[config.mk]
export PLATFORM = sky130hd
export DESIGN_NAME = uart_tx_fifo
export DESIGN_NICKNAME = d
export VERILOG_FILES = /design/src/rtl/uart_tx_fifo.sv
export SDC_FILE = /design/constraint.sdc
export NUM_CORES = 1
export LEC_CHECK = 0
export ABC_AREA = 1
export ABC_CLOCK_PERIOD_IN_PS = 4900
export BUFFER_PORTS_ARGS = -buffer_cell sky130_fd_sc_hd__clkbuf_2
export CAP_MARGIN = 20
export CORE_AREA = 10 10 151 153
export DETAILED_ROUTE_END_ITERATION = 10
export DIE_AREA = 0 0 161 163
export GPL_ROUTABILITY_DRIVEN = 0
export PLACE_DENSITY = 0.52
export SLEW_MARGIN = 20
export SYNTH_ARGS = -nofsm -noshare
export SYNTH_HDL_FRONTEND = slang
export SYNTH_SLANG_ARGS = --single-unit
[constraint.sdc]
create_clock -name clk -period 4.9 [get_ports clk]
set_clock_uncertainty 0.15 [all_clocks]
set_input_delay 1.225 -clock clk [delete_from_list [all_inputs] [get_ports clk]]
set_output_delay 1.225 -clock clk [all_outputs]
set_load 0.01 [all_outputs]
[src/rtl/uart_tx_fifo.sv]
// Buffered transmit front-end for a UART transmitter.
// Bytes arrive over a valid/ready handshake and are held in a circular FIFO.
// A small controller pops one byte at a time, pulses tx_start for one cycle,
// then follows the transmitter's busy flag before launching the next byte.
module uart_tx_fifo #(
    parameter int DATA_WIDTH = 8,
    parameter int DEPTH      = 16,
    parameter int ADDR_WIDTH = $clog2(DEPTH)
) (
    input  logic                  clk,
    input  logic                  rst,
    input  logic                  wr_valid,
    input  logic [DATA_WIDTH-1:0] wr_data,
    output logic                  wr_ready,
    input  logic                  flush,
    output logic [DATA_WIDTH-1:0] tx_data,
    output logic                  tx_start,
    input  logic                  tx_busy,
    output logic [ADDR_WIDTH:0]   count,
    output logic                  full,
    output logic                  empty,
    output logic                  overflow
);

    typedef enum logic [1:0] {
        IDLE      = 2'd0,
        LAUNCH    = 2'd1,
        WAIT_ACK  = 2'd2,
        WAIT_DONE = 2'd3
    } state_e;

    localparam logic [ADDR_WIDTH:0]   FULL_COUNT = (ADDR_WIDTH+1)'(DEPTH);
    localparam logic [ADDR_WIDTH:0]   CNT_ONE    = (ADDR_WIDTH+1)'(1);
    localparam logic [ADDR_WIDTH-1:0] PTR_ONE    = ADDR_WIDTH'(1);

    logic [DATA_WIDTH-1:0] mem_q [DEPTH];
    logic [ADDR_WIDTH-1:0] wr_ptr_q, wr_ptr_d;
    logic [ADDR_WIDTH-1:0] rd_ptr_q, rd_ptr_d;
    logic [ADDR_WIDTH:0]   count_q, count_d;
    logic                  overflow_q, overflow_d;
    state_e                state_q;
    logic [DATA_WIDTH-1:0] tx_data_q;
    logic                  tx_start_q;
    logic                  full_w;
    logic                  empty_w;
    logic                  wr_en;
    logic                  pop;

    assign full_w   = (count_q == FULL_COUNT);
    assign empty_w  = (count_q == '0);
    assign full     = full_w;
    assign empty    = empty_w;
    assign wr_ready = !full_w;
    assign count    = count_q;
    assign overflow = overflow_q;
    assign tx_data  = tx_data_q;
    assign tx_start = tx_start_q;

    // A flush discards any same-cycle write and pre-empts a pop from IDLE.
    assign wr_en = wr_valid && !full_w && !flush;
    assign pop   = (state_q == IDLE) && !empty_w && !flush;

    // Next-state for pointers, occupancy and the sticky overflow flag.
    always_comb begin
        // NOTE: every variable gets a default first so no path leaves it
        // unassigned, which would otherwise infer a latch.
        wr_ptr_d   = wr_ptr_q;
        rd_ptr_d   = rd_ptr_q;
        count_d    = count_q;
        overflow_d = overflow_q;
        if (flush) begin
            wr_ptr_d   = '0;
            rd_ptr_d   = '0;
            count_d    = '0;
            overflow_d = 1'b0;
        end else begin
            if (wr_en) begin
                wr_ptr_d = wr_ptr_q + PTR_ONE;
            end
            if (pop) begin
                rd_ptr_d = rd_ptr_q + PTR_ONE;
            end
            if (wr_en && !pop) begin
                count_d = count_q + CNT_ONE;
            end else if (!wr_en && pop) begin
                count_d = count_q - CNT_ONE;
            end
            if (wr_valid && full_w) begin
                overflow_d = 1'b1;
            end
        end
    end

    // Storage array write port.
    always_ff @(posedge clk) begin
        // NOTE: the storage array is deliberately not reset; entries are only
        // ever read after being written, so the pointers alone define validity.
        if (wr_en) begin
            mem_q[wr_ptr_q] <= wr_data;
        end
    end

    // Pointer, occupancy and overflow registers.
    always_ff @(posedge clk) begin
        // NOTE: sequential state uses non-blocking assignments so every
        // register samples pre-edge values regardless of statement order.
        if (rst) begin
            wr_ptr_q   <= '0;
            rd_ptr_q   <= '0;
            count_q    <= '0;
            overflow_q <= 1'b0;
        end else begin
            wr_ptr_q   <= wr_ptr_d;
            rd_ptr_q   <= rd_ptr_d;
            count_q    <= count_d;
            overflow_q <= overflow_d;
        end
    end

    // Launch controller: pop, one-cycle start pulse, then track tx_busy.
    always_ff @(posedge clk) begin
        if (rst) begin
            state_q    <= IDLE;
            tx_start_q <= 1'b0;
            tx_data_q  <= '0;
        end else begin
            tx_start_q <= 1'b0;
            case (state_q)
                IDLE: begin
                    if (pop) begin
                        tx_data_q  <= mem_q[rd_ptr_q];
                        tx_start_q <= 1'b1;
                        state_q    <= LAUNCH;
                    end
                end
                LAUNCH: begin
                    state_q <= WAIT_ACK;
                end
                WAIT_ACK: begin
                    if (tx_busy) begin
                        state_q <= WAIT_DONE;
                    end
                end
                WAIT_DONE: begin
                    if (!tx_busy) begin
                        state_q <= IDLE;
                    end
                end
                default: begin
                    state_q <= IDLE;
                end
            endcase
        end
    end

endmodule
# After elaboration in Yosys (flattened, before gate mapping)
# Memories as Yosys holds them, arrays and structs flattened. A register that Yosys moved wholly into a read port is not among the register bits.
# Index checks and enable logic that the tools add are counted.
# Widths: inputs -> output; s select.
dict set report op_classes {
  add_sub_neg 4
  eq_ne 7
  n_mux 9
  bitwise_logic 1
  reduce_logical 19
}
# op count
set ops {}
lappend ops {{$mux 5} 2}
lappend ops {{$add 4x1->4 const B} 2}
lappend ops {{$pmux 2 s4} 1}
lappend ops {{$logic_and 1x1->1} 7}
lappend ops {{$mux 2} 3}
lappend ops {{$ne 2x2->1 const B} 3}
lappend ops {{$add 5x1->5 const B} 1}
lappend ops {{$eq 5x5->1 const B} 1}
lappend ops {{$logic_not 1->1} 5}
lappend ops {{$logic_not 5->1} 1}
lappend ops {{$sub 5x1->5 const B} 1}
lappend ops {{$eq 2x2->1 const B} 2}
lappend ops {{$reduce_or 2->1} 2}
lappend ops {{$mux 1} 3}
lappend ops {{$reduce_and 3->1} 1}
lappend ops {{$eq 2x1->1 const B} 1}
lappend ops {{$logic_not 2->1} 1}
lappend ops {{$reduce_and 2->1} 1}
lappend ops {{$reduce_bool 2->1} 1}
lappend ops {{$not 1->1} 1}
dict set report totals {
  register_bits 17
  mem_bits_rw 128
  inputBits 13
  out_inout_bits 18
  word_cells 47
  mem_count 1
}
# memory depth width read_ports rd_ports_with_merged_regs write_ports line_no
set mem_list {}
lappend mem_list {mem_q 16 8 1 1 1 36} ;# logic [DATA_WIDTH-1:0] mem_q [DEPTH];

# Depth between registers and ports, before layout
dict set report logic_depth {
  word_depth 8
  depth_mapped 12
  ltp_nobuf 12
}

# Worst setup path before layout
# Ideal clock, no wire load.
dict set report synth_timing {
  path_type {input to register}
  from {input port wr_valid}
  to {register count_q[4] (netlist: count[4])}
  arrival_ps 2651
  t_required_ps 4627
  path_slack_ps 1976
  cell_stages 10
  n_path_buf 0
  cell_sequence {nand2_1 > nor2_4 > ha_1 > inv_1 > ha_1 > a21oi_1 > o21ai_0 > and2_1 > o21bai_1 > a21oi_1}
}
dict set report synth_via {
  elab_chain_cells 5
  elab_cells_between_ends 7
  classes_between {mux: 1; reduce/logical: 6}
}
# item line_no
set synth_rtl {}
lappend synth_rtl {{start: declaration} 12} ;# input logic wr_valid,
lappend synth_rtl {{$logic_and 1x1->1 (*) (2 in series)} 60} ;# assign wr_en = wr_valid && !full_w && !flush;
lappend synth_rtl {{via wr_en} 46} ;# logic wr_en;
lappend synth_rtl {{$logic_not 1->1} 85} ;# end else if (!wr_en && pop) begin
lappend synth_rtl {{$logic_and 1x1->1} 85}
lappend synth_rtl {{$reduce_bool 2->1 (no source line)} n/a}
lappend synth_rtl {{end signal: assignment} 115} ;# count_q <= count_d;
lappend synth_rtl {{end: declaration} 39} ;# logic [ADDR_WIDTH:0] count_q, count_d;
# Mark *: on every way through the listed nets, which the timed path passes. The rest lies on a longest branch.
# A chain may end at the register's enable or synchronous reset.

# Worst setup path after layout
# Ends and elaborated chain as after synthesis.

==> reports/results.tsv <==
stage	metric	value	unit
run_status	outcome	completed	
global_routing	initial antenna violation count	0	
critical_path	worst path cell trace	clkbuf_2, nand2_1, nor2_4, ha_1, inv_1, ha_1, a21oi_1, o21ai_0, and2_1, o21bai_1, a21oi_1	
timing	min Tclk post-route	2.87	ns
clock_tree	CTS tree	built	
timing	RSZ-0062 raised after global routing	false	
clock_tree	number of clock sinks	153	
clock_tree	hold_buf cts	0	
critical_path	RR Startpoint	count[1]	
global_routing	largest net degree at the start of global routing	67	
clock_tree	Max Buffers Root-to-Sink	2	
floorplan	Die W	161	um
route	number of DRC markers in iteration 0	355	
placement	DP HPWL	10500	um
logic_synthesis	Ys Warns	0	
logic_synthesis	cell count after synthesis	688	
critical_path	worst r2r path cells	12	
critical_path	max incr delay on CP	0.34	ns
timing	Fmax achieved	348	MHz
placement	placed inst area	7150	um2
timing	Tcrit/Tclk final	58.7	%
critical_path	CP Depth	11	
clock_tree	Post-CTS Setup Inserts	0	
clock_tree	Clk Latency, worst-skew pair	0.42	ns
timing	final setup TNS	0	ns
logic_synthesis	Synth Area per Inst	9.92	um2
critical_path	CP Data Arrival Time	3.03	ns
run	max_cap viols	0	
global_routing	Total GRT Usage	12.9	%
route	DRT Wirelength	16400	um
route	Antenna Violating Nets Remaining	0	
finish	fillcell total	1975	
finish	ant diodes	0	
timing	worst-margin pin slew	0.928	ns
logic_synthesis	Netlist Area Pre-Place	6820	um2
route	Via density	4.62	
critical_path	Crit path max-delay family	adder cells	
power_and_ir_drop	VDD IR max	255	uV
route	vias after detailed routing	4606	
power_and_ir_drop	Leak	0.00321	uW
finish	share of layout cells above drive strength 1	9.22	%
logic_synthesis	post-synthesis cell type count	28	
timing	final hold vios	0	
clock_tree	Worst-path clk slew	0.06	ns
critical_path	CP endpoint	count[4]	
route	Wirelength per Cell	16.4	um
route	drt pass-1 iters	4	
critical_path	Worst setup startpoint	wr_valid	
floorplan	FP Rows	52	
finish	final net count	742	
critical_path	reg2reg setup slack	2.22	ns
clock_tree	Resized cells post-CTS	0	
finish	most frequent cells in the layout	nand2_1, edfxtp_1, inv_1, nand3_1, clkbuf_2	
critical_path	slowest library cell on the worst path	ha_1	
critical_path	buffers plus inverters on the worst setup path	2	
critical_path	CP required	5.05	ns
power_and_ir_drop	Pwr Density	419	nW/um2
floorplan	core area	19900	um2
timing	Finish-stage setup viols	0	
finish	Final Cell Area	7730	um2
global_routing	first-pass GRT wire length	25900	um
floorplan	die area	26200	um2
route	number of remaining DRC errors	0	
global_routing	gr ovfl total	0	
clock_tree	CTS root buf	clkbuf_16	
finish	Area Overhead vs Synth	13.4	%
worst_hold_path	Hold Crit Start	overflow	
floorplan	die height	163	um
critical_path	r2r endpoint	count[4]	
critical_path	CP Max Fanout	9	
finish	most common cell after layout, fill and taps aside	nand2_1	
logic_synthesis	Synth Register Bits	153	
clock_tree	H-tree levels	4	
worst_hold_path	worst hold stages	2	
worst_hold_path	worst min path class	flip-flop to flip-flop	
floorplan	initial core utilization	34.3	%
critical_path	Setup crit end kind	flip-flop	
clock_tree	number of CTS-inserted buffers	17	
critical_path	Crit Path Class	primary input to flip-flop	
logic_synthesis	Seq/Total Area, Yosys	63.7	%
timing	relative slew slack	38.2	%
timing	Pins Over Slew Limit	0	
placement	input/output buffers	30	
logic_synthesis	syn nets	716	
global_routing	vias in the first global route	4719	
floorplan	I/O Pins	31	
critical_path	startpoint type of the worst setup path	primary input	
## per-stage QoR
| stage | total power (uW) | instances | hold slack (ns) | setup WS (ns) | util (%) |
|---|---|---|---|---|---|
| finish | 3240 | 997 | 0.328 | 2.03 | 38.9 |
| CTS | 3260 | 996 | 0.334 | 2.07 | 38.8 |
| detailed placement | 1990 | 964 | 0.319 | 1.64 | 35.9 |
| floorplan | 1850 | 688 | 0.320 | 1.98 | - |
| global placement | 1970 | 964 | 0.309 | 1.73 | 35.9 |
| global route | 3400 | 997 | 0.362 | 1.91 | 38.9 |
## power by group
group | leakage (uW) | total, uW | switching, uW | internal, uW
clock network | 0.000273 | 1280 | 490 | 794
logic | 0.00158 | 485 | 329 | 156
registers | 0.00136 | 1470 | 25.6 | 1450
total | 0.00321 | 3240 | 844 | 2400
## worst min-delay path by stage
stage | to | slack, ns
6_report | overflow | 0.33
5_1_grt | overflow | 0.36
4_1_cts | overflow | 0.33
3_5_place_dp | overflow | 0.32
3_3_place_gp | overflow | 0.31
2_1_floorplan | state_q[0] | 0.32
## tightest hold or removal path, cell delays in order, from the launching register on
cell and delay [ns]:
dfxtp_1 0.32, a21oi_1 0.04, nor2_1 0.08
## sequential cells by signal, summed over array words and instances (netlist names)
register and flops:
count 5, mem_q 128, overflow 1, rd_ptr_q 4
state_q 2, tx_data 8, tx_start 1, wr_ptr_q 4
## cell usage after synthesis
cell type / number / area (um2)
nor3_1: 1 / 5.00
buf_4: 8 / 60.1
dfxtp_1: 25 / 500
nor2_2: 1 / 6.26
o21a_1: 8 / 60.1
edfxtp_1: 128 / 3840
inv_2: 2 / 7.51
buf_2: 12 / 60.1
nand2_2: 1 / 6.26
and2_1: 1 / 6.26
nand3_2: 1 / 10.0
a21oi_1: 15 / 75.1
nand4_1: 1 / 6.26
fa_1: 1 / 20.0
o21bai_1: 1 / 7.51
xnor2_1: 1 / 8.76
nand2_1: 224 / 841
nand3_1: 94 / 470
inv_1: 95 / 357
o21ai_0: 10 / 50.1
xor2_1: 4 / 35.0
buf_6: 5 / 56.3
clkbuf_1: 1 / 3.75
nor2_4: 2 / 22.5
nor2_1: 28 / 105
ha_1: 14 / 175
clkinv_1: 3 / 11.3
nand4_2: 1 / 12.5
## cells by family (layout without fill, tap and decap cells)
logic type / after synthesis / in the layout / share of synthesized area (%)
flops: 153 / 153 / 63.7
xor+xnor: 5 / 5 / 0.642
fa+ha+maj: 15 / 15 / 2.86
compound gates: 34 / 34 / 2.82
simple gates: 355 / 355 / 21.9
buf+inv: 126 / 165 / 8.14
## metal layers
metal  routed length, um  GRT usage [%]  up-vias
met5                   0              0        -
met4                 178           3.76        0
met3                 928           3.56       16
met2                7820           21.0      118
met1                7430           16.4     2188
li1                    -              -     2284
## cell type report
cell class	instances	area, um2	area share (%)
Tap cell	270	338	4.37
Clock inverter	10	128	1.65
Timing Repair Buffer	33	180	2.33
Inverter	100	377	4.87
Sequential cell	153	4350	56.2
Multi-Input combinational cell	409	1920	24.9
Clock buffer	22	444	5.74
Power figures use the tool's default switching activity.
